--- src/rtl/planta_envasado.sv ---
`default_nettype none
// +--------------------------------------------------------------------------+
// | Module      : planta_envasado                                            |
// | Description : Bottling-line plant emulator driving the fill/seal         |
// |               controller handshake (feed, fill, seal, eject, count).     |
// |               Optional batch limit enabled by PLANTA_BATCH_LIMIT_EN.     |
// | Revision    : 1.0 - initial release                                      |
// +--------------------------------------------------------------------------+
module planta_envasado #(
  parameter int FEED_CYCLES  = 2,
  parameter int EJECT_CYCLES = 1,
  parameter int TIMEOUT      = 8,
  parameter int CNT_W        = 8
`ifdef PLANTA_BATCH_LIMIT_EN
  ,
  parameter int BATCH_SIZE   = 5
`endif
) (
  input  logic             clk,
  input  logic             rst,
  input  logic             run,
  input  logic             clear_fault,
  input  logic             llenando,
  input  logic             sellando,
  input  logic             sealed_done,
  output logic             startfill,
  output logic             productook,
  output logic [CNT_W-1:0] bottle_count,
  output logic             fault,
`ifdef PLANTA_BATCH_LIMIT_EN
  output logic             batch_done,
`endif
  output logic [2:0]       plant_state
);

  localparam int TMR_MAX_FE = (FEED_CYCLES > EJECT_CYCLES) ? FEED_CYCLES : EJECT_CYCLES;
  localparam int TMR_MAX    = (TMR_MAX_FE > TIMEOUT) ? TMR_MAX_FE : TIMEOUT;
  localparam int TMR_W      = $clog2(TMR_MAX);

  localparam logic [TMR_W-1:0] FEED_LAST  = TMR_W'(FEED_CYCLES - 1);
  localparam logic [TMR_W-1:0] EJECT_LAST = TMR_W'(EJECT_CYCLES - 1);
  localparam logic [TMR_W-1:0] WAIT_LAST  = TMR_W'(TIMEOUT - 1);
  localparam logic [CNT_W-1:0] CNT_MAX    = {CNT_W{1'b1}};

  typedef enum logic [2:0] {
    S_IDLE     = 3'd0,
    S_FEED     = 3'd1,
    S_REQ_FILL = 3'd2,
    S_FILLING  = 3'd3,
    S_REQ_SEAL = 3'd4,
    S_SEALING  = 3'd5,
    S_EJECT    = 3'd6,
    S_FAULT    = 3'd7
  } state_t;

  state_t             state, state_nx;
  logic [TMR_W-1:0]   timer, timer_nx;
  logic [CNT_W-1:0]   count_nx;
  logic               fault_nx;
  logic               wait_expired;
  logic [CNT_W-1:0]   count_inc;

`ifdef PLANTA_BATCH_LIMIT_EN
  localparam int                 BATCH_W    = $clog2(BATCH_SIZE + 1);
  localparam logic [BATCH_W-1:0] BATCH_FULL = BATCH_W'(BATCH_SIZE);

  logic [BATCH_W-1:0] batch_cnt, batch_cnt_nx;
  logic               batch_done_nx;
  logic               run_q;
  logic               run_rise;

  assign run_rise = run & ~run_q;
`endif

  assign wait_expired = (timer == WAIT_LAST);
  assign count_inc    = (bottle_count == CNT_MAX) ? bottle_count : bottle_count + 1'b1;
  assign plant_state  = state;

  always_comb begin
    state_nx = state;
    timer_nx = timer + 1'b1;
    count_nx = bottle_count;
    fault_nx = fault;
`ifdef PLANTA_BATCH_LIMIT_EN
    batch_cnt_nx  = batch_cnt;
    batch_done_nx = batch_done;
`endif
    case (state)
      S_IDLE: begin
`ifdef PLANTA_BATCH_LIMIT_EN
        if (run_rise) begin
          batch_cnt_nx  = '0;
          batch_done_nx = 1'b0;
        end
        // A finished batch holds the line until run is re-armed
        if (run && !fault && (!batch_done || run_rise)) state_nx = S_FEED;
`else
        if (run && !fault) state_nx = S_FEED;
`endif
      end
      S_FEED: begin
        if (!run)                    state_nx = S_IDLE;
        else if (timer == FEED_LAST) state_nx = S_REQ_FILL;
      end
      S_REQ_FILL: begin
        if (llenando)          state_nx = S_FILLING;
        else if (wait_expired) state_nx = S_FAULT;
      end
      S_FILLING: begin
        if (!llenando)         state_nx = S_REQ_SEAL;
        else if (wait_expired) state_nx = S_FAULT;
      end
      S_REQ_SEAL: begin
        if (sellando)          state_nx = S_SEALING;
        else if (wait_expired) state_nx = S_FAULT;
      end
      S_SEALING: begin
        if (sealed_done) begin
          state_nx = S_EJECT;
          count_nx = count_inc;
`ifdef PLANTA_BATCH_LIMIT_EN
          batch_cnt_nx = batch_cnt + 1'b1;
          if (batch_cnt_nx == BATCH_FULL) batch_done_nx = 1'b1;
`endif
        end else if (wait_expired) begin
          state_nx = S_FAULT;
        end
      end
      S_EJECT: begin
        if (timer == EJECT_LAST) begin
          state_nx = run ? S_FEED : S_IDLE;
`ifdef PLANTA_BATCH_LIMIT_EN
          if (batch_done) state_nx = S_IDLE;
`endif
        end
      end
      S_FAULT: begin
        if (clear_fault) begin
          state_nx = S_IDLE;
          fault_nx = 1'b0;
        end
      end
      default: state_nx = S_IDLE;
    endcase
    if (state_nx == S_FAULT && state != S_FAULT) fault_nx = 1'b1;
    // Every state entry restarts the shared feed/wait/eject timer
    if (state_nx != state || state == S_IDLE || state == S_FAULT) timer_nx = '0;
  end

  always_ff @(posedge clk or posedge rst) begin
    if (rst) begin
      state        <= S_IDLE;
      timer        <= '0;
      bottle_count <= '0;
      fault        <= 1'b0;
      startfill    <= 1'b0;
      productook   <= 1'b0;
    end else begin
      state        <= state_nx;
      timer        <= timer_nx;
      bottle_count <= count_nx;
      fault        <= fault_nx;
      startfill    <= (state_nx == S_REQ_FILL);
      productook   <= (state_nx == S_REQ_SEAL);
    end
  end

`ifdef PLANTA_BATCH_LIMIT_EN
  always_ff @(posedge clk or posedge rst) begin
    if (rst) begin
      batch_cnt  <= '0;
      batch_done <= 1'b0;
      run_q      <= 1'b0;
    end else begin
      batch_cnt  <= batch_cnt_nx;
      batch_done <= batch_done_nx;
      run_q      <= run;
    end
  end
`endif

endmodule
`default_nettype wire
--- config.mk ---
export PLATFORM = sky130hd
export DESIGN_NAME = planta_envasado
export DESIGN_NICKNAME = d
export VERILOG_FILES = /design/src/rtl/planta_envasado.sv
export SDC_FILE = /design/constraint.sdc
export NUM_CORES = 1
export LEC_CHECK = 0
export ABC_AREA = 1
export CAP_MARGIN = 15
export CORE_MARGIN = 2
export CORE_UTILIZATION = 45
export CTS_CLUSTER_SIZE = 40
export DETAILED_ROUTE_END_ITERATION = 7
export PLACE_DENSITY = 0.77
export RECOVER_POWER = 50
export SLEW_MARGIN = 20
export SYNTH_ARGS = -nofsm -noshare
export SYNTH_HDL_FRONTEND = slang
export SYNTH_SLANG_ARGS = --single-unit
--- constraint.sdc ---
create_clock -name clk -period 2.3 [get_ports clk]
set_input_delay 0.345 -clock clk [delete_from_list [all_inputs] [get_ports clk]]
set_output_delay 0.345 -clock clk [all_outputs]
set_load 0.02 [all_outputs]
Word-level counts from Yosys, hierarchy flattened
Index checks and enable logic that the tools add are counted.
{ "word_totals": {"reg_bits": 17, "latchBits": 0, "mem_bits_rw": 0, "mem_bits_ro": 0, "inputBits": 7, "output_inout_bits": 14, "elab_cells": 51, "mem_count": 0} }
{ "op_classes": {"addsub": 2, "mul": 0, "div": 0, "n_lt_le_gt_ge": 0, "n_eq_ne": 15, "shifts": 0, "mux": 16, "n_bitwise": 1, "reduce_logical": 11} }
{ "op_table": {"columns": ["cell", "count"], "rows": [
  ["$mux 3", 11],
  ["$pmux 3 s8", 1],
  ["$eq 3x3->1 const B", 7],
  ["$eq 3x2->1 const B", 3],
  ["$add 8x1->8 const B", 1],
  ["$eq 8x8->1 const B", 1],
  ["$eq 3x1->1 const B", 2],
  ["$logic_not 3->1", 2],
  ["$mux 1", 4],
  ["$reduce_bool 2->1", 2],
  ["$add 3x1->3 const B", 1],
  ["$ne 3x3->1", 1],
  ["$ne 3x3->1 const B", 1],
  ["$reduce_and 3->1", 1],
  ["$logic_and 1x1->1", 2],
  ["$logic_or 1x1->1", 2],
  ["$reduce_and 2->1", 1],
  ["$logic_not 1->1", 1],
  ["$not 1->1", 1]
]} }

Longest topological paths before layout
Gate-level depths: netlist of run 1.
{ "logic_depth": {"depth_word": 8, "depth_mapped": 11, "ltp_nobuf": 11} }

Worst setup path after synthesis of run 1
Ideal clock, no wire load.
{ "synth_path": {"path_kind": "register to register", "startpoint": "register timer[0]", "endpoint": "register timer[0]", "setup_time_ns": 0.080, "arrival_time_ns": 1.595, "required_ns": 2.220, "path_slack_ns": 0.625, "stages_incl_launch_ff": 12, "n_path_buf": 0, "synth_period_minus_slack_ns": 1.675, "path_cell_list": "dfrtp_1 > ha_1 > ha_1 > inv_1 > nand2_1 > o21ai_1 > nand2_1 > nor2_2 > nand2_2 > nand2_1 > nand2_1 > nor3_2"} }
{ "synth_between": {"elab_chain_len": 8, "word_cells_on_any_way": 17, "classes_between": "add/sub: 1; eq/ne: 3; mux: 10; reduce/logical: 3"} }
{ "synth_lines": {"columns": ["element", "line_no", "source"], "rows": [
  ["start, declared", "57", "logic [TMR_W-1:0] timer, timer_nx;"],
  ["start signal, assigned", "160", "timer <= timer_nx;"],
  ["$eq 3x3->1 / $eq 3x1->1 (equally long branches)", "75, 103", null],
  ["$mux 3, on equally long branches (2 in series)", null, null],
  ["$pmux 3 s8 (*)", "88", "case (state)"],
  ["via state_nx[1]", "56", "state_t state, state_nx;"],
  ["$ne 3x3->1 (*)", "147", "if (state_nx != state || state == S_IDLE || state == S_FAULT) timer_nx = '0;"],
  ["$logic_or 1x1->1 (*) (2 in series)", "147", null],
  ["$mux 3 (*)", "147", null],
  ["via timer_nx[0]", "57", null]
]} }
Mark *: on every way through the listed nets, which the timed path passes. The rest lies on a longest branch.
A chain may end at the register's enable or synchronous reset.

Worst setup path after layout of run 1
{ "layout_path": {"startpoint": "register state[0], in the netlist plant_state[0]", "endpoint": "output port plant_state[0]"} }
{ "layout_rtl": {"columns": ["element", "line_no", "source"], "rows": [
  ["start, declared", "56", null],
  ["start signal, assigned", "159", "state <= state_nx;"],
  ["end, declared", "33", "output logic [2:0] plant_state"]
]} }
No word-level cell between the ends.

==> impl_metrics.toml, run 1 <==
[critical_path]
cpLargestDelayFamily = "buffers and inverters"
worstPathRequired_ns = 1.96
arrival_ns = 1.60
crit_type = "reg2out"
reg2reg_to = "bottle_count[5]$_DFFE_PP0P_"
path_cells = "clkdlybuf4s50_1"
r2r-start = "plant_state[1]$_DFF_PP0_"
cp-start-kind = "flip-flop"
crit_path_max_incr_delay_ns = 0.70
cp_num_buf_inv = 1
crit_slowest_cell = "clkdlybuf4s50_1"
r2r_slack_ns = 0.41
end_kind = "output pin"
reg2reg_depth = 7
critPathMaxFanout = 10

[global_route]
grt_max_degree = 18
grtUsageTotal_pct = 18.53
antenna_found_initial = 0
grt_pass1_vias = 931
grt_pass1_wl_microns = 3988
overflow = 0

[logic_synthesis]
synth.avg_cell_area_sq_um = 8.210
ys_types = 24
synth_warnings = 0
ys_seq_area_share_pct = 37.82
syn_inst = 137
synth_top_area_share_pct = 37.82
synth.largest_area_cell = "dfrtp_1"
yosys-top-cells-area = "dfrtp_1 (38%), nand2_1 (9.3%), inv_1 (6.3%)"
ys_ff_latch = 17
synth_area_sq_mm = 0.001125
syn-num-nets = 149

[final_layout]
final_core_util_pct = 54.84
synthToLayoutAreaGrowth_pct = 18.58
drive_above_1_share_pct = 12.66
layout.nets = 171
antennaDiodeCount = 0

[sta]
setup_viol_count_final = 0
finalHoldViolations = 0
tightest_slew_ns = 0.6395
final_max_slew_viol_count = 0
timing.final.crit_share_pct = 84.69
fmax_ghz = 0.5134
max-slew-margin-rel_pct = 57.32
setup_tns_ns = 0
worst_slack_ns = 0.3521
rsz0062_at_grt = "no"
period_needed_ns = 1.948
fin_skew_ns = 0.003140

[power]
p_leak_nw = 0.6759
pwr_density_cell_mw_per_mm2 = 1125
ir_drop_v = 0.0008795

[clock_network]
cts_root_buf = "clkbuf_4"
cts_tree = "yes"
post_cts_resized = 0
clock_path_buffers = 2
cts_setup_buffers = 0
cts_sinks = 17
numCtsBuffers = 3
path_clk_slew_ns = 0.10
clock_latency_ns = 0.28
cts_hold_buf = 0
h-tree-depth = 1

[floorplanning]
coreArea_sq_mm = 0.002432
start_util_pct = 46.24
pin_count = 21
fp.dieArea_sq_mm = 0.002915
die-width_microns = 54.00
die_h_microns = 54.00
fp-row-count = 18

[detailed_routing]
drc = 0
avgViaCountPerCell = 4.936
dr.pass1.iters = 4
first_iter_violations = 11
routed_wl_microns = 2230
vias = 928
avgRoutedWirePerCell_microns = 11.86
postRouteAntennaNets = 0

[placement]
portBuffers = 20
gp_congestion = 0.9057
dp_slack_ns = 0.4550
hpwlAfterDp_microns = 1711

[hold_path]
min_to = "bottle_count[6]$_DFFE_PP0P_"
hold_depth = 1
holdCritStartpoint = "bottle_count[6]$_DFFE_PP0P_"
hold_class = "reg2reg"

[status]
status = "completed"

[flow_run]
cap_violations = 0
worst max path at each step:
stage	from	to	cells after the start
after floorplan	timer[0]$_DFF_PP0_	timer[0]$_DFF_PP0_	11
after global placement	sealed_done	timer[0]$_DFF_PP0_	9
after detailed placement	timer[0]$_DFF_PP0_	timer[2]$_DFF_PP0_	11
after CTS	plant_state[0]$_DFF_PP0_	plant_state[0]	1
after global routing	timer[0]$_DFF_PP0_	timer[2]$_DFF_PP0_	11
final	plant_state[0]$_DFF_PP0_	plant_state[0]	1
registers in the layout (all words and copies together), names as in the netlist:
register and flops:
plant_state 3, fault 1, bottle_count 8, startfill 1
timer 3, productook 1
cells in the mapped netlist, drive strengths merged:
master,n
xor2,5
nor2,17
nand4,6
inv,22
nor3,9
nand2,30
dfrtp,17
buf,3
o21ai,4
o21a,1
mux2,2
xnor2,2
ha,5
nand3,14
placed cells by master (no fill, tap or decap), types with 2 or more instances in the layout:
| master | n |
|---|---|
| nor2_1 | 11 |
| nand2_1 | 28 |
| xor2_1 | 5 |
| nor2_2 | 6 |
| dlygate4sd3_1 | 3 |
| nand2_2 | 2 |
| dfrtp_1 | 17 |
| clkdlybuf4s50_1 | 17 |
| nand3_2 | 2 |
| inv_1 | 19 |
| inv_2 | 2 |
| mux2_1 | 2 |
| clkbuf_4 | 3 |
| xnor2_1 | 2 |
| nor3_2 | 3 |
| o21ai_1 | 2 |
| ha_1 | 5 |
| nor3_1 | 6 |
| nand4_1 | 6 |
| nand3_1 | 12 |
cell families after synthesis:
| logic type | synth area share, % |
|---|---|
| adder cells (fa/ha/maj) | 5.562 |
| buffers and inverters | 10.23 |
| AO/OA/AOI/OAI | 3.449 |
| AND/OR/NAND/NOR | 35.48 |
| flip-flops | 37.82 |
| XOR/XNOR | 5.451 |
| multiplexers | 2.002 |
layout make-up:
class                           instances  area, sq um
Fill cell                             236         1099
Multi-Input combinational cell         95        559.3
Sequential cell                        17        425.4
Timing Repair Buffer                   20        200.2
Inverter                               22        85.08
Tap cell                               30        37.54
Clock buffer                            4        26.28
power breakdown:
group / leakage (nW) / internal, mW / total (mW) / switching, mW
combinational: 0.435 / 0.321 / 0.813 / 0.493
clock: 0.0150 / 0.0673 / 0.157 / 0.0901
sequential: 0.226 / 0.388 / 0.530 / 0.142
total: 0.676 / 0.776 / 1.50 / 0.725
metal layers:
layer / track usage [%] / share of wire [%]
met5: 0 / 0
met4: 5.000 / 0.36
met3: 2.222 / 3.5
met2: 31.91 / 47
met1: 24.52 / 49
metrics by stage:
stage	hold WS (ns)	instances	area (sq um)	power [mW]
floorplan	0.2711	137	1125	1.136
global placement	0.4875	184	1333	1.357
detailed placement	0.4879	184	1333	1.375
CTS	0.4503	188	1359	1.537
global route	0.5370	188	1334	1.631
finish	0.5076	188	1334	1.501
Power figures use the tool's default switching activity.
==> run 2: changes to the inputs <==
--- a/config.mk
+++ b/config.mk
@@ -11,7 +11,7 @@
 export CORE_UTILIZATION = 45
 export CTS_CLUSTER_SIZE = 40
 export DETAILED_ROUTE_END_ITERATION = 7
-export PLACE_DENSITY = 0.77
+export PLACE_DENSITY = 0.8
 export RECOVER_POWER = 50
 export SLEW_MARGIN = 20
 export SYNTH_ARGS = -nofsm -noshare
==> constraint.sdc (replaced) <==
create_clock -name clk -period 1.67 [get_ports clk]
set_input_delay 0.2505 -clock clk [delete_from_list [all_inputs] [get_ports clk]]
set_output_delay 0.2505 -clock clk [all_outputs]
set_load 0.02 [all_outputs]
==> run 2 against run 1 <==
The flow now finishes with violations (setup timing). Worst hold slack improved by 0.013 ns. Utilization is 7.1 points higher. Global-route usage up 0.92 points. Clock power is 32% higher. Register-to-register slack worse by 0.51 ns. Critical path depth up 10. Clock skew increased by 0.0035 ns. Combinational power rose by 88%. Sequential share of layout area is 3.5 points lower. Die area unchanged. Sequential power increased by 31%. Flip-flop and latch count is the same. Critical endpoint is now timer[2]$_DFF_PP0_.
==> impl_metrics.toml, run 2 (synthesis results as in run 1) <==
[sta]
tightest_slew_ns = 0.8937
fin_skew_ns = 0.006606
final_max_slew_viol_count = 0
finalHoldViolations = 0
rsz0062_at_grt = "yes"
timing.final.crit_share_pct = 106.1
setup_viol_count_final = 5
worst_slack_ns = -0.1016
max-slew-margin-rel_pct = 40.42
fmax_ghz = 0.5645
period_needed_ns = 1.772

[power]
p_leak_nw = 0.7422
p_int_mw = 1.269
pwr_density_cell_mw_per_mm2 = 1618
ir_drop_v = 0.001290
power_mw = 2.437
netSwitchingPower_mw = 1.168
swShare_pct = 47.94
comb_power_share_pct = 62.9
p_clk_share_pct = 8.5
p_seq_share_pct = 28.5

[global_route]
antenna_found_initial = 0
grtUsageTotal_pct = 19.45
grt_pass1_vias = 970
grt_max_degree = 18
overflow = 0
grt_pass1_wl_microns = 4022

[detailed_routing]
routed_wl_microns = 2607
avgRoutedWirePerCell_microns = 13.17
vias = 1003
first_iter_violations = 17
avgViaCountPerCell = 5.066
drc = 0
dr.pass1.iters = 4
postRouteAntennaNets = 0

[final_layout]
layout.nets = 181
top_register = "bottle_count"
largest_register_ffs = 8
drive_above_1_share_pct = 26.79
layout_commonest_cell = "nand2_1"
final_core_util_pct = 61.93
antennaDiodeCount = 0
final_cell_mix = "nand2_1 (24), inv_1 (18), dfrtp_1 (15), clkdlybuf4s50_1 (15), nand3_1 (12)"
synthToLayoutAreaGrowth_pct = 33.93

[floorplanning]
fp-row-count = 18
pin_count = 21
fp.dieArea_sq_mm = 0.002915
coreArea_sq_mm = 0.002432
start_util_pct = 46.24
die_h_microns = 54.00
die-width_microns = 54.00

[critical_path]
arrival_ns = 1.98
worstPathRequired_ns = 1.88
end_kind = "flip-flop"
cp-start-kind = "flip-flop"
reg2reg_depth = 11
crit_type = "reg2reg"
critPathMaxFanout = 4
r2r_slack_ns = -0.10
r2r-start = "timer[0]$_DFF_PP0_"
reg2reg_to = "timer[2]$_DFF_PP0_"

[clock_network]
cts_sinks = 17
path_clk_slew_ns = 0.09
h-tree-depth = 1
numCtsBuffers = 3
cts_tree = "yes"
cts_root_buf = "clkbuf_4"
clock_path_buffers = 2
clock_latency_ns = 0.28

[hold_path]
holdCritStartpoint = "bottle_count[6]$_DFFE_PP0P_"
hold_depth = 1
min_to = "bottle_count[6]$_DFFE_PP0P_"
hold_class = "reg2reg"

[placement]
hpwlAfterDp_microns = 1801
gp_congestion = 0.8544
portBuffers = 20
dp_slack_ns = -0.06185

[status]
violations = "setup timing"
status = "complete, but fails checks"

[flow_run]
cap_violations = 0
run 2: cell count changes in the layout (fill, tap and decap cells not counted), moves of 3 or more:
| cell | delta |
|---|---|
| buf_4 | +7 |
| nor3_1 | -4 |
| nand2_1 | -4 |
| dlygate4sd2_1 | +3 |
| nor3_4 | +4 |
run 2: cell type report:
type	instances	area [sq um]
Multi-Input combinational cell	95	658.1
Tap cell	30	37.54
Timing Repair Buffer	30	269.0
Sequential cell	17	427.9
Fill cell	213	925.9
Inverter	22	87.58
Clock buffer	4	26.28
run 2: how the worst max path moves through the flow:
stage                         end  slack [ns]               start
2_1_floorplan  timer[0]$_DFF_PP0_        0.02  timer[0]$_DFF_PP0_
3_3_place_gp   timer[1]$_DFF_PP0_        0.01  timer[0]$_DFF_PP0_
3_5_place_dp   timer[0]$_DFF_PP0_       -0.06  timer[0]$_DFF_PP0_
4_1_cts        timer[0]$_DFF_PP0_       -0.07  timer[0]$_DFF_PP0_
5_1_grt        timer[0]$_DFF_PP0_       -0.21  timer[0]$_DFF_PP0_
6_report       timer[2]$_DFF_PP0_       -0.10  timer[0]$_DFF_PP0_
run 2: critical path, cell delays in order (launching register included):
cell	delay (ns)
dfrtp_1	0.40
ha_2	0.21
ha_4	0.18
inv_4	0.07
nand2_4	0.05
o21ai_2	0.15
nand2_1	0.08
nor2_2	0.13
nand2_2	0.11
nand2_2	0.10
nand2_4	0.06
nor3_2	0.14
run 2: metrics by stage:
| stage | hold slack [ns] | std cells | area [sq um] | TNS (ns) |
|---|---|---|---|---|
| 3_5_place_dp | 0.4985 | 192 | 1395 | -0.3171 |
| 4_1_cts | 0.2663 | 198 | 1469 | -0.2579 |
| 5_1_grt | 0.5346 | 198 | 1506 | -1.034 |
| 6_report | 0.5207 | 198 | 1506 | -0.4036 |
| 3_3_place_gp | 0.4914 | 192 | 1395 | 0 |
| 2_1_floorplan | 0.1766 | 137 | 1127 | 0 |
run 2: layer usage:
layer	routed length (microns)	GRT usage (%)	vias to the layer above
met5	0	0	-
met4	12	7.500	0
met3	82	1.667	2
met2	1449	38.01	27
met1	1063	21.33	472
li1	-	-	502
run 2: power groups by stage:
| stage | clock (mW) | sequential [mW] | combinational (mW) |
|---|---|---|---|
| 6_report | 0.208 | 0.695 | 1.53 |
| 3_3_place_gp | 0 | 0.683 | 1.27 |
| 4_1_cts | 0.215 | 0.691 | 1.41 |
| 3_5_place_dp | 0 | 0.690 | 1.31 |
| 5_1_grt | 0.237 | 0.714 | 1.69 |
| 2_1_floorplan | 0 | 0.758 | 0.816 |
run 2: what timing repair did:
item / CTS / global route
gates resized for setup: 13 / 13
setup endpoints to repair: 8 / 8
buffers inserted: 2 / 0
hold buffers: 0 / 0
pin swaps: 8 / 13
